File: src/rtl/axi_write_responder.sv
// AXI write-path subordinate endpoint: one AW burst at a time, each W beat
// becomes a single-beat req/gnt memory write, one B response per burst.
module axi_write_responder #(
   parameter int ID_WIDTH   = 4,
   parameter int ADDR_WIDTH = 32,
   parameter int DATA_WIDTH = 64
) (
   input  logic                    clk_i,
   input  logic                    rst_ni,
   input  logic                    aw_valid_i,
   output logic                    aw_ready_o,
   input  logic [ID_WIDTH-1:0]     aw_id_i,
   input  logic [ADDR_WIDTH-1:0]   aw_addr_i,
   input  logic [7:0]              aw_len_i,
   input  logic [2:0]              aw_size_i,
   input  logic [1:0]              aw_burst_i,
   input  logic                    w_valid_i,
   output logic                    w_ready_o,
   input  logic [DATA_WIDTH-1:0]   w_data_i,
   input  logic [DATA_WIDTH/8-1:0] w_strb_i,
   input  logic                    w_last_i,
   output logic                    b_valid_o,
   input  logic                    b_ready_i,
   output logic [ID_WIDTH-1:0]     b_id_o,
   output logic [1:0]              b_resp_o,
   output logic                    mem_req_o,
   input  logic                    mem_gnt_i,
   output logic [ADDR_WIDTH-1:0]   mem_addr_o,
   output logic [DATA_WIDTH-1:0]   mem_wdata_o,
   output logic [DATA_WIDTH/8-1:0] mem_be_o
);

   localparam int          STRB_WIDTH = DATA_WIDTH / 8;
   localparam logic [2:0]  MAX_SIZE   = 3'($clog2(STRB_WIDTH));
   localparam logic [1:0]  BURST_INCR = 2'b01;
   localparam logic [1:0]  BURST_WRAP = 2'b10;
   localparam logic [1:0]  BURST_RSVD = 2'b11;

   typedef enum logic [1:0] {IDLE, DATA, RESP} state_t;

   state_t                state_q, state_d;
   logic [ID_WIDTH-1:0]   id_q;
   logic [ADDR_WIDTH-1:0] addr_q;
   logic [7:0]            len_q;
   logic [2:0]            size_q;
   logic [1:0]            burst_q;
   logic [7:0]            cnt_q;
   logic                  err_q;

   logic                  aw_hs, w_hs, b_hs;
   logic [ADDR_WIDTH-1:0] step;

   assign aw_hs = aw_valid_i & aw_ready_o;
   assign w_hs  = w_valid_i & w_ready_o;
   assign b_hs  = b_valid_o & b_ready_i;
   assign step  = ADDR_WIDTH'(1) << size_q;

   always_ff @(posedge clk_i) begin
      if (!rst_ni) state_q <= IDLE;
      else         state_q <= state_d;
   end

   always_comb begin
      state_d = state_q;
      case (state_q)
         IDLE:    if (aw_hs)             state_d = DATA;
         DATA:    if (w_hs && w_last_i)  state_d = RESP;
         RESP:    if (b_hs)              state_d = IDLE;
         default:                        state_d = IDLE;
      endcase
   end

   // Handshake outputs are gated by rst_ni so they read 0 throughout reset.
   always_comb begin
      aw_ready_o = 1'b0;
      w_ready_o  = 1'b0;
      b_valid_o  = 1'b0;
      mem_req_o  = 1'b0;
      case (state_q)
         IDLE: aw_ready_o = rst_ni;
         DATA: begin
            mem_req_o = rst_ni & w_valid_i & ~err_q;
            w_ready_o = rst_ni & (err_q | mem_gnt_i);
         end
         RESP: b_valid_o = rst_ni;
         default: ;
      endcase
   end

   assign b_id_o      = id_q;
   assign b_resp_o    = {err_q, 1'b0};
   assign mem_addr_o  = addr_q;
   assign mem_wdata_o = w_data_i;
   assign mem_be_o    = w_strb_i;

   always_ff @(posedge clk_i) begin
      if (!rst_ni) begin
         id_q    <= '0;
         addr_q  <= '0;
         len_q   <= '0;
         size_q  <= '0;
         burst_q <= '0;
         cnt_q   <= '0;
         err_q   <= 1'b0;
      end else begin
         if (aw_hs) begin
            id_q    <= aw_id_i;
            addr_q  <= aw_addr_i;
            len_q   <= aw_len_i;
            size_q  <= aw_size_i;
            burst_q <= aw_burst_i;
            cnt_q   <= '0;
            err_q   <= (aw_burst_i == BURST_WRAP) || (aw_burst_i == BURST_RSVD) ||
                       (aw_size_i > MAX_SIZE);
         end
         if (w_hs) begin
            if (cnt_q != 8'hFF) cnt_q <= cnt_q + 8'd1;
            // The err register only gates later beats; the mismatching beat is still written.
            if (w_last_i != (cnt_q == len_q)) err_q <= 1'b1;
            if (burst_q == BURST_INCR) addr_q <= (addr_q & ~(step - ADDR_WIDTH'(1))) + step;
         end
      end
   end

endmodule

File: config.mk
export PLATFORM = sky130hd
export DESIGN_NAME = axi_write_responder
export DESIGN_NICKNAME = d
export VERILOG_FILES = /design/src/rtl/axi_write_responder.sv
export SDC_FILE = /design/constraint.sdc
export NUM_CORES = 1
export LEC_CHECK = 0
export ABC_AREA = 1
export CORE_ASPECT_RATIO = 1.25
export CORE_MARGIN = 2
export CORE_UTILIZATION = 42
export DETAILED_ROUTE_END_ITERATION = 6
export GPL_TIMING_DRIVEN = 1
export PLACE_DENSITY = 0.83
export SYNTH_ARGS = -nofsm -noshare
export SYNTH_HDL_FRONTEND = slang
export SYNTH_SLANG_ARGS = --single-unit
File: constraint.sdc
create_clock -name clk_i -period 3.4 [get_ports clk_i]
set_input_delay 0.85 -clock clk_i [delete_from_list [all_inputs] [get_ports clk_i]]
set_output_delay 0.85 -clock clk_i [all_outputs]
set_load 0.02 [all_outputs]
==> results of run 1 <==
-- final cells by class --
| cell class | instances | area, um^2 | area share, % |
|---|---|---|---|
| Inverter | 94 | 360.3 | 6.242 |
| Clock buffer | 11 | 232.7 | 4.031 |
| Multi-Input combinational cell | 530 | 2663 | 46.12 |
| Sequential cell | 60 | 1201 | 20.81 |
| Timing Repair Buffer | 107 | 1044 | 18.08 |
| Clock inverter | 5 | 100.1 | 1.734 |
| Tap cell | 138 | 172.7 | 2.991 |
-- flip-flops by register name (all words and copies together) (netlist names) --
signal	count
size_q	3
b_id_o	4
burst_q	2
state_q	2
cnt_q	8
err_q	1
len_q	8
mem_addr_o	32
-- cell usage after synthesis (5+ instances only) --
library cell,instances
buf_4,74
o21ai_0,42
inv_2,6
nand4_1,19
nand3_2,5
nand2_1,193
a31oi_1,7
clkbuf_1,16
nor2_2,6
nor2_1,68
inv_1,86
nor4_1,6
nor3_1,9
a21oi_1,52
buf_2,7
xnor2_1,10
dfxtp_1,60
ha_1,6
nand3_1,48
o21ai_1,6
nand2_2,15
-- layer usage --
layer,routed length [um],global-route usage [%],up-vias
met5,0,0,-
met3,1152,5.668,72
met2,6536,36.59,207
met1,5240,23.19,2235
li1,-,-,2499
met4,618,13.38,0
-- cell families (layout without fill, tap and decap cells) --
group,count (synthesis),in the layout,share of synthesized area (%)
simple gates,385,385,36.04
buf+inv,194,217,21.30
compound gates,126,126,14.44
flops,60,60,24.48
xor+xnor,12,12,2.142
fa+ha+maj,6,6,1.530
other cells,1,1,0.07644
-- where the power goes --
part / leakage (nW) / internal [mW] / switching [mW] / total (mW)
Clock: 0.163 / 0.714 / 0.330 / 1.04
Sequential: 0.490 / 0.740 / 0.0424 / 0.783
Combinational: 1.67 / 0.180 / 0.215 / 0.395
-- metrics by stage --
stage               instances  cell area (um^2)  hold slack (ps)
finish                    945              5773            456.4
global route              945              5773            472.7
global placement          929              5440            446.1
CTS                       945              5773            461.0
floorplan                 784              4906            430.4
detailed placement        929              5440            450.6
-- critical path: cells and delay by family --
kind,cells,cell delay [ps]
simple gates,1,230
buf+inv,3,1300
-- final timing paths --
kind                           startpoint                         to
hold reg to reg   burst_q[0]$_SDFFE_PN0P_    burst_q[0]$_SDFFE_PN0P_
setup / recovery                   rst_ni                  w_ready_o
hold / removal    burst_q[0]$_SDFFE_PN0P_    burst_q[0]$_SDFFE_PN0P_
setup reg to reg   size_q[2]$_SDFFE_PN0P_  mem_addr_o[30]$_SDFF_PN0_
==> impl_metrics.ini, run 1 <==
[global_routing]
grt_pass1_vias = 4669
grt_pass1_wl_um = 21760
overflow = 0
grt_max_degree = 38
antenna_found_initial = 0
grtUsageTotal_pct = 21.50

[clock_network]
cts_root_buf = clkbuf_16
htreeDepth = 3
tritoncts = yes
ctsResizeCount = 0
cts_hold_buf = 0
path_clk_slew_ps = 50
cts_buffers = 9
cts.sinks = 60
clk_latency_ps = 330
cts_setup_buffers = 0
cts_max_path_buffers = 2

[floorplan]
initial_core_util_pct = 42.64
core.rowCount = 44
coreArea_um2 = 11510
io_pins = 242
dieArea_um2 = 12570
die_w_um = 100.7
die_y_um = 124.8

[hold_path]
hold_class = reg -> reg
holdPathStages = 2

[yosys]
synth_warnings = 0
synth_fp_nets = 918
async_flop_share_pct = 0
synth_area_um2 = 4906
ys_types = 41
syn_avg_cell_area_um2 = 6.258
synth_flop_cell = dfxtp_1
ys_seq_elements = 60
synth_top_area_share_pct = 24.48
ys_seq_area_share_pct = 24.48
synth.area.top_cells = dfxtp_1 24%, nand2_1 15%, buf_4 11%, inv_1 6.6%, a21oi_1 5.3%
syn_inst = 784
yosys.area.top_type = dfxtp_1
synth-edff-count = 0

[sta]
report.final.hold_viol_count = 0
period_needed_ps = 3227
setup_slack_ps = 172.6
worst_pin_slew_ps = 578.1
relSlewSlack_pct = 61.41
rsz0062_at_grt = no
period_share_pct = 94.92
tns_ps = 0
slew_viol_final = 0
finalSetupViolCount = 0
skew_ps = 7.285
fmax_ghz = 0.3099

[power]
finalPower_mw = 2.221
power_density_nw_per_um2 = 384.7
ir_drop_mv = 0.3335
power_leakage_nw = 2.328

[detailed_routing]
viasPerCell = 5.305
via_count = 5013
drc = 0
drt_first_pass_iters = 5
ant_nets = 0
drt_iter0_drc = 342
routed_wl_um = 13550
wl_per_cell_um = 14.34

[final_layout]
postLayoutCoreUtil_pct = 50.17
nets = 936
syn2layout_area_growth_pct = 17.67
fill_cells = 1113
drive_gt1_share_pct = 9.170
final_cell_mix = 192 x nand2_1, 96 x clkdlybuf4s50_1, 86 x inv_1, 68 x nor2_1, 60 x dfxtp_1
num_antenna_cells = 0
layout_commonest_cell = nand2_1

[critical_path]
path_class = in -> out
crit_path_end_kind = output port
reg2regPathDepth = 18
r2r_slack_ps = 500
cp.required_ps = 2550
cp_data_arrival_time_ps = 2380
critPathMostFrequentCell = clkdlybuf4s50_1
slowest_stage = clkdlybuf4s50_1
crit_fanout = 5
critPathLaunchType = input port
crit_path_max_incr_delay_ps = 650
path_cells = clkdlybuf4s50_1 > inv_2 > nor4_1 > clkdlybuf4s50_1

[placement]
globalplace.congestion = 0.9085
dp.final_hpwl_um = 10090
place_ws_ps = 181.5
io_buffers = 96

[flow_run]
max_cap_viol_count = 0

[run_status]
status = complete, no violations
Power figures use the tool's default switching activity.
==> run 2: changes to the inputs <==
Settings changed: CAP_MARGIN set to 40.
==> results of run 2 <==
No change in the layout: final DEF, timing and power equal those of run 1.
==> run 3: changes to the inputs <==
Settings changed: HOLD_SLACK_MARGIN set to 0.06.
==> results of run 3 <==
No change in the layout: final DEF, timing and power equal those of run 1.
